[config.mk]
export PLATFORM = sky130hd
export DESIGN_NAME = nv_fifo_rws_16x256
export DESIGN_NICKNAME = d
export VERILOG_FILES = /design/src/rtl/nv_fifo_rws_16x256_pkg.sv /design/src/rtl/nv_ram_rws_16x256.sv /design/src/rtl/nv_fifo_rws_16x256.sv
export SDC_FILE = /design/constraint.sdc
export NUM_CORES = 2
export LEC_CHECK = 0
export BUFFER_PORTS_ARGS = -buffer_cell sky130_fd_sc_hd__buf_4
export CAP_MARGIN = 15
export CORE_ASPECT_RATIO = 0.7
export CORE_MARGIN = 2
export CORE_UTILIZATION = 45
export DETAILED_ROUTE_END_ITERATION = 8
export SLEW_MARGIN = 40
export SYNTH_ARGS = -nofsm -noshare
export SYNTH_HDL_FRONTEND = slang
export SYNTH_SLANG_ARGS = --single-unit
[constraint.sdc]
create_clock -name clk -period 57.9 [get_ports clk]
set_input_delay 11.58 -clock clk [delete_from_list [all_inputs] [get_ports clk]]
set_output_delay 11.58 -clock clk [all_outputs]
set_load 0.05 [all_outputs]
[src/rtl/nv_fifo_rws_16x256_pkg.sv]
// rtl/nv_fifo_rws_16x256_pkg.sv - shared constants and FSM encoding for the 16x256 FIFO
package nv_fifo_rws_16x256_pkg;

  localparam int FIFO_DEPTH = 16;
  localparam int FIFO_AW    = 4;
  localparam int FIFO_DW    = 256;

  typedef enum logic {
    ST_INIT = 1'b0,
    ST_RUN  = 1'b1
  } fifo_state_e;

endpackage

[src/rtl/nv_ram_rws_16x256.sv]
// rtl/nv_ram_rws_16x256.sv - 16x256 RAM, synchronous write, registered read address
module nv_ram_rws_16x256
  import nv_fifo_rws_16x256_pkg::*;
(
  input  logic               clk,
  input  logic [FIFO_AW-1:0] ra,
  input  logic               re,
  output logic [FIFO_DW-1:0] dout,
  input  logic [FIFO_AW-1:0] wa,
  input  logic               we,
  input  logic [FIFO_DW-1:0] di,
  input  logic [31:0]        pwrbus_ram_pd
);

  logic [FIFO_DW-1:0] mem [FIFO_DEPTH];
  logic [FIFO_AW-1:0] ra_q;
  logic               unused_pwrbus;

  always_ff @(posedge clk) begin
    if (we) mem[wa] <= di;
    if (re) ra_q    <= ra;
  end

  // Output follows the stored address, so a write to mem[ra_q] is visible right after its edge.
  assign dout = mem[ra_q];

  assign unused_pwrbus = ^pwrbus_ram_pd;

endmodule

[src/rtl/nv_fifo_rws_16x256.sv]
// rtl/nv_fifo_rws_16x256.sv - 16-entry 256-bit FIFO built around a registered-read-address RAM
module nv_fifo_rws_16x256
  import nv_fifo_rws_16x256_pkg::*;
#(
  parameter int DEPTH = 16,
  parameter int WIDTH = 256
) (
  input  logic             clk,
  input  logic             reset_,
  input  logic             wr_pvld,
  output logic             wr_prdy,
  input  logic [WIDTH-1:0] wr_pd,
  output logic             rd_pvld,
  input  logic             rd_prdy,
  output logic [WIDTH-1:0] rd_pd,
  input  logic             flush,
  output logic [4:0]       count,
  output logic             err_ovf,
  output logic             err_unf,
  input  logic [31:0]      pwrbus_ram_pd
);

  localparam logic [4:0] FULL_CNT = 5'(DEPTH);

  fifo_state_e        state;
  logic [FIFO_AW-1:0] wr_ptr;
  logic [FIFO_AW-1:0] rd_ptr;
  logic [FIFO_AW-1:0] rd_ptr_nxt;
  logic [4:0]         count_q;
  logic               err_ovf_q;
  logic               err_unf_q;
  logic               in_run;
  logic               full;
  logic               empty;
  logic               wr_acc;
  logic               rd_acc;
  logic               ram_re;
  logic [FIFO_AW-1:0] ram_ra;

  assign in_run  = (state == ST_RUN);
  assign full    = (count_q == FULL_CNT);
  assign empty   = (count_q == 5'd0);
  assign wr_prdy = in_run & ~full;
  assign rd_pvld = in_run & ~empty;

  // Flush wins over both handshakes; neither pointer nor RAM sees a same-cycle transfer.
  assign wr_acc = wr_pvld & wr_prdy & ~flush;
  assign rd_acc = rd_pvld & rd_prdy & ~flush;

  always_comb begin
    rd_ptr_nxt = rd_ptr;
    if (flush)       rd_ptr_nxt = '0;
    else if (rd_acc) rd_ptr_nxt = rd_ptr + 1'b1;
  end

  // The RAM address register must track rd_ptr; INIT forces it to 0 after reset.
  assign ram_re = rd_acc | flush | ~in_run;
  assign ram_ra = in_run ? rd_ptr_nxt : '0;

  always_ff @(posedge clk or negedge reset_) begin
    if (!reset_) begin
      state     <= ST_INIT;
      wr_ptr    <= '0;
      rd_ptr    <= '0;
      count_q   <= '0;
      err_ovf_q <= 1'b0;
      err_unf_q <= 1'b0;
    end else begin
      state <= ST_RUN;
      if (flush) begin
        wr_ptr  <= '0;
        rd_ptr  <= '0;
        count_q <= '0;
      end else begin
        if (wr_acc) wr_ptr <= wr_ptr + 1'b1;
        rd_ptr <= rd_ptr_nxt;
        case ({wr_acc, rd_acc})
          2'b10:   count_q <= count_q + 5'd1;
          2'b01:   count_q <= count_q - 5'd1;
          default: count_q <= count_q;
        endcase
        if (wr_pvld & ~wr_prdy & in_run & full) err_ovf_q <= 1'b1;
        if (rd_prdy & ~rd_pvld & in_run)        err_unf_q <= 1'b1;
      end
    end
  end

  assign count   = count_q;
  assign err_ovf = err_ovf_q;
  assign err_unf = err_unf_q;

  nv_ram_rws_16x256 u_ram (
    .clk           (clk),
    .ra            (ram_ra),
    .re            (ram_re),
    .dout          (rd_pd),
    .wa            (wr_ptr),
    .we            (wr_acc),
    .di            (wr_pd),
    .pwrbus_ram_pd (pwrbus_ram_pd)
  );

endmodule

Word level (Yosys, flattened, before mapping)
Memories as Yosys holds them, arrays and structs flattened. A register that Yosys moved wholly into a read port is not among the register bits.
Cells that the tools add are included.
{ "classes": {"addsub": 4, "eq_ne": 3, "n_mux": 11, "bitwise_logic": 19, "n_reduce_logical": 5} }
{ "op_table": {"columns": ["cell", "n"], "rows": [
  ["$mux W4", 7],
  ["$and A1 B1 Y1", 11],
  ["$pmux W5 S2", 1],
  ["$add A4 B1 Y4 const B", 2],
  ["$not A1 Y1", 6],
  ["$add A5 B1 Y5 const B", 1],
  ["$eq A5 B5 Y1 const B", 1],
  ["$logic_not A5 Y1", 1],
  ["$mux W5", 1],
  ["$sub A5 B1 Y5 const B", 1],
  ["$reduce_and A2 Y1", 2],
  ["$reduce_bool A3 Y1", 1],
  ["$eq A2 B1 Y1 const B", 1],
  ["$eq A2 B2 Y1 const B", 1],
  ["$mux W1", 2],
  ["$or A1 B1 Y1", 2],
  ["$reduce_bool A2 Y1", 1]
]} }
{ "totals": {"register_bits": 20, "ram_bits": 4096, "inputBits": 293, "wordCells": 50, "n_memories": 1} }
{ "memory_table": {"columns": ["name", "words", "word_bits", "rd", "rd_clocked_by_memory_dff", "wr", "line_no", "text"], "rows": [
  ["u_ram.mem", 16, 256, 1, 1, 1, "nv_ram_rws_16x256.sv:15", "logic [FIFO_DW-1:0] mem [FIFO_DEPTH];"]
]} }

Depth between registers and ports, before layout
{ "logic_depth": {"depth_word": 9, "ltp_mapped": 10, "depth_no_buf": 9} }

Hierarchy
A second synthesis with hierarchy kept.
{ "unflattened": {"cells_unflattened": 6579, "hier_area_um2": 155051.2} }
{ "modules_own_cells": {"columns": ["mod", "n_inst", "cells_each", "area_per_inst_um2", "seq_area_each_um2"], "rows": [
  ["nv_ram_rws_16x256", 1, 6480, 154049.0, 123198.2],
  ["nv_fifo_rws_16x256", 1, 99, 1002.2, 400.4]
]} }

Worst setup path before layout
No wires, ideal clock.
{ "synth_timing": {"kind": "input to register", "from": "in flush", "to": "mem u_ram.mem[0][0] (enable)", "setup_ns": 1.499, "arrival_ns": 36.113, "t_required_ns": 56.401, "setup_slack_ns": 20.288, "path_stages": 4, "n_path_buf": 1, "cell_sequence": "buf_6 > and3b_2 > o21ai_4 > nor4_1"} }
{ "synth_via": {"elab_chain_cells": 4} }
{ "synth_rtl": {"columns": ["item", "line_no", "text"], "rows": [
  ["start, declared", "nv_fifo_rws_16x256.sv:16", "input logic flush,"],
  ["$not A1 Y1 (no line)", null, null],
  ["$and A1 B1 Y1", "nv_fifo_rws_16x256.sv:47", "assign wr_acc = wr_pvld & wr_prdy & ~flush;"],
  ["$mux W1", "nv_ram_rws_16x256.sv:20", "if (we) mem[wa] <= di;"],
  ["$mux W1 (implied by the code)", "nv_ram_rws_16x256.sv:20", null],
  ["end, declared", "nv_ram_rws_16x256.sv:15", null]
]} }
Every way passes these cells.

==> run summary <==
From synthesis to final layout, the design area changed by 14.8%. The sequential cell fraction of total power is 52.8%, and the delay of the slowest cell on the worst path is 0.59 ns. Pin placement for this block handled 558 I/O pins.

The number of antenna violations at the first check in global routing is 56, and the post-CTS repair timing setup buffer count is 0. The worst hold path terminates at err_unf. For the internal power component, the log shows 4870 uW. For this configuration, the core starts out at a cell density of 45.2%. The most numerous cell type found on the critical path is sky130_fd_sc_hd__buf_12. Async set-or-reset flop fraction in the synthesized netlist: 0.388%. Setup repair after global routing left no endpoint under its margin. For this design the total switching power over the nets is 1380 uW.

Synthesis produced 5,986 cells. The share of synthesized area in the top cell type comes to 79.4%. The tools report the met3 demand-to-capacity share in global routing as 4.46%. STA classifies the critical path startpoint as a register. Headroom to the max-slew limit came out at 39.8%. After floorplanning, the core was sized to cover 0.343 mm2.

met2 is the most crowded layer. The run gives 0 as the count of final setup violators. In the final timing run, aggregate negative setup slack is 0 ns. Before antenna repair, the detailed router went through 6 iterations. In the synthesized netlist the dominant register cell turns out to be sky130_fd_sc_hd__edfxtp_1. TritonCTS built the clock tree. Once detailed placement completed, the half-perimeter wirelength came to 187,000 um. Of the total power, the share spent switching nets is 22.0%. In this run the critical register-to-register path is launched from count[4]. The maximum fanout along the worst path was 60.

The tools report the origin of the worst min-delay path as err_unf. Entering global routing, the biggest net connects 128 pins. For the number of max-slew violations in the final report, the log shows 0.

Summed over all layers, the global routing overflow is 0. The tools report the hold violation total from the final report as 0. The final weighted congestion in routability-driven placement was 0.724; the clock network latency to the later pin of the worst-skew pair was 0.93 ns. The critical path start-end classification was register to primary output. The highest clock frequency the design can meet is 57.1 MHz, and the total number of clock tree sinks is 4,120. The routed design has 361,000 um of wire. The count of cell types in the netlist was 47; the number of enable flip-flop cells after synthesis was 4,100. In the synthesized netlist, the cells that appear most often are sky130_fd_sc_hd__edfxtp_1, sky130_fd_sc_hd__mux4_2, sky130_fd_sc_hd__clkbuf_1, sky130_fd_sc_hd__buf_2, sky130_fd_sc_hd__a21oi_1. In the finished design, the share of the clock period the worst path needs comes to 30.2%. The average via count per standard cell is 5.85, and the combinational power share is 7.3%. The quantity of hold-fixing buffers added after cts is 0. In this run the clock root is driven by a sky130_fd_sc_hd__clkbuf_16.

During placement, the flow inserted port buffers numbering 525. The die width was 705 um. The total routing resource utilization after global routing is 20.4%, and the final core utilization is 51.8%. The cell count of the worst hold path was 1; the power density over cell area was 35.1 mW/mm2. Data arrives at the worst endpoint at 5.93 ns. The number of global-route vias before repair came out at 71,105. The flow ran to the end, and the final reports show no timing, DRC or antenna violations. The global-route met1 utilization was 28.3%; the clock transition at the registers of the reported paths was 0.06 ns. The setup check on the worst reg-to-reg path leaves a slack of 53.14 ns. The post-route netlist has 35.2% of its cells at a drive strength greater than 1. The number of nets in the synthesized netlist came out at 6,286. Synthesis inferred 4,120 register bits. The first global-routing pass estimated 515,000 um of wire. Clock skew on the completed layout was measured at 0.0896 ns. Critical path endpoint category: a primary output.

The logs give 396 for the TritonCTS buffer count and 79.7% for the sequential-to-total area share from yosys stat. In this run, the number of DRC markers left after iteration 0 of detailed routing was 7,266. The die is 495 um tall. Including well taps, the total number of placed cells is 10,919. In this run the worst hold path is classified as register to register.

The pin slew with the least headroom to its limit is 0.903 ns, and the total number of nets in the final design is 7,073. Once detail routing completed, the nets flagged for antenna violations numbered 0. The number of gates resized after CTS was 0.

The worst-case IR drop observed on VDD is 28.1 uV. The clock period could shrink to 17.51 ns. Traced cell by cell, the critical path runs through buf_12, buf_12, buf_16, buf_12, buf_16, buf_12, buf_16, mux4_2, mux4_2, buf_4. The clock network burns 39.9% of the power. In the post-synthesis netlist, the cell with the most instances is sky130_fd_sc_hd__edfxtp_1.

Dividing the detail-routed wire length by the instance count gives 31.0 um. The slowest library cell on the worst path is sky130_fd_sc_hd__mux4_2. The final cell count without fillers was 11,661.

The synthesized netlist occupies a cell area of 0.155 mm2. The reg-to-reg endpoint was u_ram.mem[4][97]. The worst register-to-register path has a depth of 7.

The post-synthesis area per instance is 25.9 um2. After detailed routing, the number of remaining DRC violations is 0. The logs give 68,225 for the via count of the routed design and 180 for the row count.

For the hold slack, the log shows 0.488 ns. The warning count from the yosys run was 0; the number of buffers on the longest clock path was 4. In this run the static leakage power is 0.0539 uW.

The H-tree depth reported by CTS is 5. Global routing consumed, on the met2 layer, 33.4% of the routing resources. Ranked by total cell area, the synthesized netlist is headed by sky130_fd_sc_hd__edfxtp_1, sky130_fd_sc_hd__mux4_2, sky130_fd_sc_hd__clkbuf_1, sky130_fd_sc_hd__mux2i_1, sky130_fd_sc_hd__buf_2.

For the required time at the endpoint of the critical path, the log shows 46.32 ns. The tool flagged a number of max-cap violations equal to 0. The die covers 0.349 mm2.

The most area-hungry cell type in the Yosys netlist is sky130_fd_sc_hd__edfxtp_1.
-- cells by family (layout without fill, tap and decap cells) --
logic type      Yosys count  in the layout  synth area share [%]
simple gates            108            108                 0.392
xor+xnor                 10             10                0.0565
flops                  4120           4120                  79.7
fa+ha+maj                 7              7                0.0565
mux                    1283           1283                  18.2
buf+inv                 323           1426                 0.946
other cells               1             23               0.00242
compound gates          134            134                 0.581
-- layer usage --
| layer | vias up | share of wire (%) |
|---|---|---|
| li1 | 27877 | - |
| met1 | 37594 | 41 |
| met2 | 2176 | 49 |
| met3 | 516 | 7.3 |
| met4 | 62 | 2.4 |
| met5 | - | 0.10 |
-- critical path: cells and delay by family, from the launching register on --
| family | cells | cell delay [ns] |
|---|---|---|
| buf+inv | 8 | 2.84 |
| mux | 2 | 1.16 |
| flops | 1 | 0.54 |
-- through the flow --
step                      instance area, um2  setup WS [ns]  total power (uW)
after floorplan                       155000          20.29              3670
final                                 178000          40.39              6240
after global placement                165000          40.46              3810
after global routing                  178000          39.86              6440
after CTS                             178000          39.97              6310
after detailed placement              165000          41.05              3820
-- registers in the layout (all words and copies together), names as in the netlist, named ones only --
signal and flops:
count 5, err_ovf 1, err_unf 1, in_run 1, rd_ptr 4, u_ram.mem 4096, u_ram.ra_q 4, wr_ptr 4
-- worst max-delay path by stage --
stage	startpoint	to	slack, ns	cells after the start
global route	register	rd_pd[168]	39.86	10
CTS	register	rd_pd[144]	39.97	9
finish	register	rd_pd[168]	40.39	10
global placement	register	rd_pd[48]	40.46	9
detailed placement	register	rd_pd[144]	41.05	9
floorplan	flush	u_ram.mem[0][0]	20.29	4
-- placed cells by master, fill, tap and decap left out, drive strengths merged, types with 3 or more instances in the layout --
cell,synthesis,routed
a211oi,53,53
buf,160,699
nor2b,50,50
a21oi,61,61
nor2,22,22
inv,13,25
xnor2,7,7
dfxtp,4,4
xor2,3,3
dfrtp,16,16
mux2i,52,52
edfxtp,4100,4100
bufinv,0,26
o211ai,4,4
ha,7,7
diode,0,22
nor4,5,5
clkinv,0,170
mux4,1230,1230
clkinvlp,0,8
nand2,8,8
nor3,3,3
clkbuf,150,498
o21ai,4,4
and2,8,8
o2111ai,3,3
-- power groups by stage --
stage                     Combinational (uW)  Sequential (uW)  Clock, uW
after floorplan                          299             3370          0
after global placement                   453             3360          0
after detailed placement                 462             3360          0
after CTS                                463             3300       2550
after global routing                     484             3290       2660
final                                    457             3300       2490
-- cell type report --
type	instances	area, um2
sequential	4120	124000
fill	26318	165000
multi-input combinational	1543	30000
timing repair buffer	699	6140
inverter	13	48.8
clock buffer	498	10500
antenna	22	55.1
tap	4550	5690
clock inverter	216	1930
Power figures use the tool's default switching activity.
